<file path="src/rtl/fft_pkg.sv">
// Shared types and constants for the FFT frame sequencer and its frame buffer.
package fft_pkg;

  localparam int unsigned DefaultLgn  = 4;
  localparam int unsigned DefaultDw   = 16;
  localparam int unsigned FrameCntW   = 16;
  localparam int unsigned TimeoutCntW = 16;

  typedef enum logic [2:0] {
    StIdle,
    StFill,
    StStart,
    StDrain,
    StWait
  } seq_state_e;

endpackage

</file>
<file path="src/rtl/fft_frame_buf.sv">
// Frame buffer: 2**LGN x DW storage, synchronous write, asynchronous read.
module fft_frame_buf
  import fft_pkg::*;
#(
  parameter int unsigned LGN = DefaultLgn,
  parameter int unsigned DW  = DefaultDw
) (
  input  logic           clk_i,
  input  logic           we_i,
  input  logic [LGN-1:0] waddr_i,
  input  logic [DW-1:0]  wdata_i,
  input  logic [LGN-1:0] raddr_i,
  output logic [DW-1:0]  rdata_o
);

  logic [DW-1:0] mem_q [2**LGN];

  // Contents are intentionally not reset; every slot is rewritten before it is read.
  always_ff @(posedge clk_i) begin
    if (we_i) begin
      mem_q[waddr_i] <= wdata_i;
    end
  end

  assign rdata_o = mem_q[raddr_i];

endmodule

</file>
<file path="src/rtl/fft_frame_sequencer.sv">
// Collects a frame of 2**LGN samples, pulses start, streams the frame into the FFT core
// and waits for done under a timeout watchdog.
module fft_frame_sequencer
  import fft_pkg::*;
#(
  parameter int unsigned LGN     = DefaultLgn,
  parameter int unsigned DW      = DefaultDw,
  parameter int unsigned TIMEOUT = 255
) (
  input  logic                 i_clk,
  input  logic                 i_reset,
  input  logic                 i_enable,
  input  logic [DW-1:0]        i_sample,
  input  logic                 i_sample_valid,
  output logic                 o_sample_ready,
  output logic                 o_fft_start,
  output logic [DW-1:0]        o_fft_val,
  output logic                 o_fft_valid,
  output logic                 o_fft_last,
  input  logic                 i_fft_ready,
  input  logic                 i_fft_done,
  output logic                 o_busy,
  output logic [FrameCntW-1:0] o_frame_count,
  output logic                 o_timeout,
  input  logic                 i_clear_err
);

  localparam int unsigned N = 2 ** LGN;
  localparam logic [LGN-1:0] LastIdx = LGN'(N - 1);
  localparam logic [TimeoutCntW-1:0] TimeoutLast = TimeoutCntW'(TIMEOUT - 1);

  seq_state_e             state_q, state_d;
  logic [LGN-1:0]         wr_ptr_q, wr_ptr_d;
  logic [LGN-1:0]         rd_ptr_q, rd_ptr_d;
  logic [TimeoutCntW-1:0] tmo_cnt_q, tmo_cnt_d;
  logic [FrameCntW-1:0]   frame_cnt_q, frame_cnt_d;
  logic                   timeout_q, timeout_d;
  logic                   buf_we;
  logic [DW-1:0]          buf_rdata;

  fft_frame_buf #(
    .LGN (LGN),
    .DW  (DW)
  ) u_buf (
    .clk_i   (i_clk),
    .we_i    (buf_we),
    .waddr_i (wr_ptr_q),
    .wdata_i (i_sample),
    .raddr_i (rd_ptr_q),
    .rdata_o (buf_rdata)
  );

  always_ff @(posedge i_clk or posedge i_reset) begin
    if (i_reset) begin
      state_q     <= StIdle;
      wr_ptr_q    <= '0;
      rd_ptr_q    <= '0;
      tmo_cnt_q   <= '0;
      frame_cnt_q <= '0;
      timeout_q   <= 1'b0;
    end else begin
      state_q     <= state_d;
      wr_ptr_q    <= wr_ptr_d;
      rd_ptr_q    <= rd_ptr_d;
      tmo_cnt_q   <= tmo_cnt_d;
      frame_cnt_q <= frame_cnt_d;
      timeout_q   <= timeout_d;
    end
  end

  always_comb begin
    state_d     = state_q;
    wr_ptr_d    = wr_ptr_q;
    rd_ptr_d    = rd_ptr_q;
    tmo_cnt_d   = tmo_cnt_q;
    frame_cnt_d = frame_cnt_q;
    // Clear is applied first so a same-cycle timeout set below takes priority.
    timeout_d   = timeout_q & ~i_clear_err;
    buf_we      = 1'b0;

    unique case (state_q)
      StIdle: begin
        if (i_enable) begin
          state_d = StFill;
        end
      end
      StFill: begin
        buf_we = i_sample_valid;
        if (!i_enable) begin
          // Partial frame is dropped even if a sample lands this cycle.
          wr_ptr_d = '0;
          state_d  = StIdle;
        end else if (i_sample_valid) begin
          if (wr_ptr_q == LastIdx) begin
            wr_ptr_d = '0;
            state_d  = StStart;
          end else begin
            wr_ptr_d = wr_ptr_q + 1'b1;
          end
        end
      end
      StStart: begin
        state_d = StDrain;
      end
      StDrain: begin
        if (i_fft_ready) begin
          if (rd_ptr_q == LastIdx) begin
            rd_ptr_d = '0;
            state_d  = StWait;
          end else begin
            rd_ptr_d = rd_ptr_q + 1'b1;
          end
        end
      end
      StWait: begin
        if (i_fft_done) begin
          frame_cnt_d = frame_cnt_q + 1'b1;
          tmo_cnt_d   = '0;
          state_d     = i_enable ? StFill : StIdle;
        end else if (tmo_cnt_q == TimeoutLast) begin
          timeout_d = 1'b1;
          tmo_cnt_d = '0;
          state_d   = StIdle;
        end else begin
          tmo_cnt_d = tmo_cnt_q + 1'b1;
        end
      end
      default: begin
        state_d = StIdle;
      end
    endcase
  end

  assign o_sample_ready = (state_q == StFill);
  assign o_fft_start    = (state_q == StStart);
  assign o_fft_valid    = (state_q == StDrain);
  assign o_fft_last     = o_fft_valid && (rd_ptr_q == LastIdx);
  assign o_fft_val      = o_fft_valid ? buf_rdata : '0;
  assign o_busy         = (state_q != StIdle);
  assign o_frame_count  = frame_cnt_q;
  assign o_timeout      = timeout_q;

endmodule
</file>
<file path="config.mk">
export PLATFORM = sky130hd
export DESIGN_NAME = fft_frame_sequencer
export DESIGN_NICKNAME = d
export VERILOG_FILES = /design/src/rtl/fft_pkg.sv /design/src/rtl/fft_frame_buf.sv /design/src/rtl/fft_frame_sequencer.sv
export SDC_FILE = /design/constraint.sdc
export NUM_CORES = 1
export LEC_CHECK = 0
export ABC_AREA = 1
export CAP_MARGIN = 20
export CORE_ASPECT_RATIO = 0.8
export CORE_UTILIZATION = 60
export DETAILED_ROUTE_END_ITERATION = 10
export GPL_TIMING_DRIVEN = 0
export PLACE_DENSITY = 0.84
export SLEW_MARGIN = 10
export SYNTH_ARGS = -nofsm -noshare
export SYNTH_HDL_FRONTEND = slang
export SYNTH_SLANG_ARGS = --single-unit
</file>
<file path="constraint.sdc">
create_clock -name i_clk -period 7.2 [get_ports i_clk]
set_input_delay 1.44 -clock i_clk [delete_from_list [all_inputs] [get_ports i_clk]]
set_output_delay 1.44 -clock i_clk [all_outputs]
set_load 0.05 [all_outputs]
</file>
[Yosys cells after proc, flatten, opt, wreduce, memory -nomap -nowiden]
Memory sizes are Yosys's and may differ from the RTL's.
Index checks and enable logic that the tools add are counted.
Word-level totals
  flip-flop bits (word level): 44
  bits in writable memories: 256
  input port bits: 23
  output and inout port bits: 38
  memories: 1
Cells by class
  $add $sub $neg: 4
  equal/unequal tests: 14
  multiplexer cells: 23
  bitwise operators: 2
  reduce and logical (&&, ||, !) cells: 7
Memories
  u_buf.mem_q: words 16, bits a word 16, rd ports 1, clocked after memory_dff 0, write ports 1, RTL line fft_frame_buf.sv:16  | logic [DW-1:0] mem_q [2**LGN];
Operator list (count)
  $mux W16: 3
  $add A16 B1 Y16 const B: 2
  $mux W3: 8
  $eq A16 B8 Y1 const B: 1
  $mux W4: 4
  $pmux W3 S5: 1
  $add A4 B1 Y4 const B: 2
  $eq A4 B4 Y1 const B: 2
  $mux W1: 7
  $eq A3 B2 Y1 const B: 2
  $ne A2 B1 Y1 const B: 3
  $ne A3 B3 Y1 const B: 2
  $reduce_and A2 Y1: 3
  $reduce_and A6 Y1: 1
  $eq A3 B1 Y1 const B: 1
  $eq A3 B3 Y1 const B: 1
  $logic_not A3 Y1: 1
  $ne A3 B2 Y1 const B: 1
  $reduce_bool A3 Y1: 1
  $ne A2 B2 Y1 const B: 1
  $and A1 B1 Y1: 1
  $logic_and A1 B1 Y1: 1
  $not A1 Y1: 1

[Longest topological paths before layout]
  depth in word-level cells: 5
  depth in mapped cells: 10
  mapped depth without buffers: 9

[Modules after synthesis]
Synthesis repeated with hierarchy kept, for this count alone.
Unflattened totals
  cells, all modules: 1412
  area, all modules: 13699.4 um2
By module, submodules not included
  fft_frame_buf: instances 1, cells each 1058, area an instance 11060.6 um2
  fft_frame_sequencer: instances 1, cells each 354, area an instance 2638.8 um2

[Worst setup path before layout]
Ideal clock, no wire load.
  path kind: register -> output
  start point: reg rd_ptr_q[0]
  end point: out o_fft_val[10]
  data arrival time: 1.853 ns
  data required time: 5.760 ns
  setup slack: 3.907 ns
  stages on the path, launching flop included: 9
  path through: dfrtp_1 -> buf_6 -> buf_6 -> buf_2 -> nand2_1 -> o211ai_1 -> nand3_1 -> nand3_1 -> a21oi_1
Between the ends
  cells in the longest elaborated chain, start to end: 2
Ends and longest elaborated chain
  from (decl): RTL line fft_frame_sequencer.sv:34  | logic [LGN-1:0] rd_ptr_q, rd_ptr_d;
  from (signal assigned): RTL line fft_frame_sequencer.sv:64  | rd_ptr_q <= rd_ptr_d;
  $mem_v2 Z16 W16
  $mux W16: RTL line fft_frame_sequencer.sv:138  | assign o_fft_val = o_fft_valid ? buf_rdata : '0;
  to (decl): RTL line fft_frame_sequencer.sv:17  | output logic [DW-1:0] o_fft_val,
Every way passes these cells.

[Worst setup path in the final report]
  start point: reg rd_ptr_q[1]
  end point: out o_fft_val[14]
Same word-level chain as after synthesis.

==> flow_summary.yaml <==
run_status:
  status: "completed"
placed_design:
  post-dp-hpwl_mm: 23.7
  portBuffers: 60
  dp_cells: 1761
  routabilityCongestion: 0.955
  pre_cts_slack_ns: 3.13
clocking:
  holdBufCountCts: 0
  cts_root_buffer: "clkbuf_16"
  cts_tree: "built"
  cts_buffers: 29
  cts.repair.resized: 0
  cts_max_path_buffers: 3
  cts_sinks: 300
  htree_levels: 1
  clkTransAtPathRegs_ns: 0.06
  insertion_delay_ns: 0.55
  post_cts_buffers: 0
synth:
  synth_xor_area_share_pct: 1.67
  synth_edf_count: 256
  synth_top_family_by_area: "simple AND/OR/NAND/NOR gates"
  ys_warn_count: 0
  synth_area_um2: 13600
  yosys-mux-area-fraction_pct: 0
  syn_nets: 1420
  yosys.area_share.simple_pct: 21.7
  netlist_top_cells_area: "edfxtp_1, nand2_1, dfrtp_1"
  ys_ff_latch: 300
  ys.flop_type: "edfxtp_1"
  ys_seq_area_share_pct: 64.4
  synth_fa_ha_area_share_pct: 0.734
  syn_area_per_cell_um2: 9.82
  synth_compound_area_share_pct: 2.56
  synth_cell_types: 29
  synth_cells: 1389
  synth_top_area_cell: "edfxtp_1"
  yosys.area.top_type_share_pct: 56.3
  synthArstFlopShare_pct: 14.7
run:
  max-cap-violations: 0
timing:
  relSlewSlack_pct: 33.5
  fin_crit_ns: 4.80
  fin_setup_tns_ns: 0
  worst_pin_slew_ns: 0.997
  finalHoldViolCount: 0
  rsz0062_at_grt: "false"
  drv_slew: 0
  max_freq_mhz: 209
  final-setup-viol-count: 0
  fin_ws_ns: 2.40
  fin_skew_ns: 0.0162
  period_share_pct: 66.6
routing:
  ant_nets: 0
  avgRoutedWirePerCell_um: 19.4
  avgViaCountPerCell: 5.66
  firstDrtPassIters: 6
  drt_iter0_drc: 1378
  routed_wl_mm: 35.1
  drc: 0
  vias: 10300
critical_path:
  cpPeakStageDelay_ns: 0.86
  start_kind: "register"
  path_cells: "inv_1 > buf_4 > clkbuf_1 > nand2_1 > nand3_1 > nand3_1 > a21oi_1 > clkdlybuf4s50_1"
  worst_path_most_repeated_cell: "nand3_1"
  path_class: "register to output pin"
  reg2reg_to: "u_buf.mem_q[1][5]"
  rrSetupSlack_ns: 4.78
  crit_path_end_kind: "output pin"
  worstRegToRegCells: 5
  cp_slowest_cell: "clkdlybuf4s50_1"
  rr_startpoint: "state_q[2]"
  arrival_ns: 3.36
  critPathMaxFanout: 10
  cp_data_required_time_ns: 5.76
power_and_ir_drop:
  switching_share_pct: 38.5
  clockPowerShare_pct: 26.0
  p_per_area_nw_per_um2: 344
  ir_worst_vdd_v: 0.000212
  combPwrFrac_pct: 36.4
  seqPwrFrac_pct: 37.6
  internal_power_mw: 3.33
  p_switching_mw: 2.08
  p_total_mw: 5.40
  leakage_nw: 6.89
die:
  io_pins: 61
  dieArea_um2: 23300
  row_count: 48
  die_w_um: 171
  die_y_um: 137
  core_area_um2: 21900
  initial_utilization_pct: 62.2
global_routing:
  grt_max_degree: 27
  grt_pass1_vias: 10000
  grt_antenna_before_repair: 1
  track_usage_pct: 31.0
  grt_pass1_wl_mm: 53.5
  overflow: 0
layout:
  layout-area-overhead-vs-synth_pct: 15.1
  layout_commonest_cell: "nand2_1"
  diodes: 0
  layout.nets: 1523
  layout_common_cells: "nand2_1, edfxtp_1, inv_1, nand3_1, clkdlybuf4s50_1"
  fin_cells: 1814
  fillers: 1450
  post-route-util_pct: 71.6
  layout-drive-gt1-share_pct: 8.45
hold_path:
  hold_path_startpoint: "tmo_cnt_q[15]"
  whs_path_depth: 2
  min_to: "tmo_cnt_q[15]"
  hp-class: "register to register"
==> logic make-up (layout without fill, tap and decap cells) <==
group	count (synthesis)	after routing
simple gates	705	705
fa+ha+maj	8	8
buf+inv	290	415
flops	300	300
compound gates	60	60
xor+xnor	26	26
==> layer usage <==
metal	vias to the layer above	track usage [%]	wire length, um
met3	114	7.32	4320
met5	-	0	0
met1	4833	41.9	13400
li1	4654	-	-
met4	0	12.2	1330
met2	659	48.9	16100
==> final cells by class <==
type	count	area [um^2]	area share [%]
repair buffers	72	778	4.96
clock buffers	38	759	4.84
clock inverters	15	101	0.646
multi-input cells	799	3680	23.4
well taps	300	375	2.39
inverters	236	888	5.66
plain buffers	54	329	2.10
flip-flops and latches	300	8790	56.0
==> synthesized netlist by cell type, drive strengths merged (10+ instances only) <==
cell and n:
a21oi 17, buf 44, clkbuf 10, dfrtp 44
edfxtp 256, inv 236, nand2 473, nand3 157
nand4 10, nor2 58, o211ai 16, o21ai 20
xor2 21
==> sequential cells by signal, indices dropped and copies added, names as in the netlist <==
name / cells
o_frame_count: 16
o_timeout: 1
rd_ptr_q: 4
state_q: 3
tmo_cnt_q: 16
u_buf.mem_q: 256
wr_ptr_q: 4
==> critical path: cells and delay by family (launching register included) <==
kind	cells	cell delay [ns]
AO/OA/AOI/OAI	1	0.31
AND/OR/NAND/NOR	3	0.41
flip-flops	1	0.41
buffers and inverters	4	1.66
==> metrics by stage <==
step | hold slack [ns] | cell area [um^2]
final | 0.515 | 15700
after detailed placement | 0.499 | 14800
after global routing | 0.545 | 15700
after global placement | 0.484 | 14600
after CTS | 0.517 | 15700
after floorplan | 0.471 | 13600
==> power groups by stage <==
stage | sequential, mW | clock (mW) | combinational [mW]
2_1_floorplan | 2.06 | 0 | 1.26
3_3_place_gp | 2.06 | 0 | 1.81
3_5_place_dp | 2.06 | 0 | 1.89
4_1_cts | 2.03 | 1.40 | 1.91
5_1_grt | 2.04 | 1.48 | 2.12
6_report | 2.03 | 1.41 | 1.97
==> worst max-delay path by stage <==
| stage | startpoint | end | slack, ns | depth (start not counted) |
|---|---|---|---|---|
| final | rd_ptr_q[1] | o_fft_val[14] | 2.40 | 8 |
| after CTS | rd_ptr_q[1] | o_fft_val[14] | 2.53 | 8 |
| after detailed placement | rd_ptr_q[1] | o_fft_val[14] | 3.13 | 8 |
| after global routing | rd_ptr_q[1] | o_fft_val[14] | 2.34 | 8 |
| after floorplan | rd_ptr_q[0] | o_fft_val[10] | 3.91 | 8 |
| after global placement | i_sample_valid | u_buf.mem_q[15][14] | 2.84 | 3 |
(Power assumes the default switching activity.)
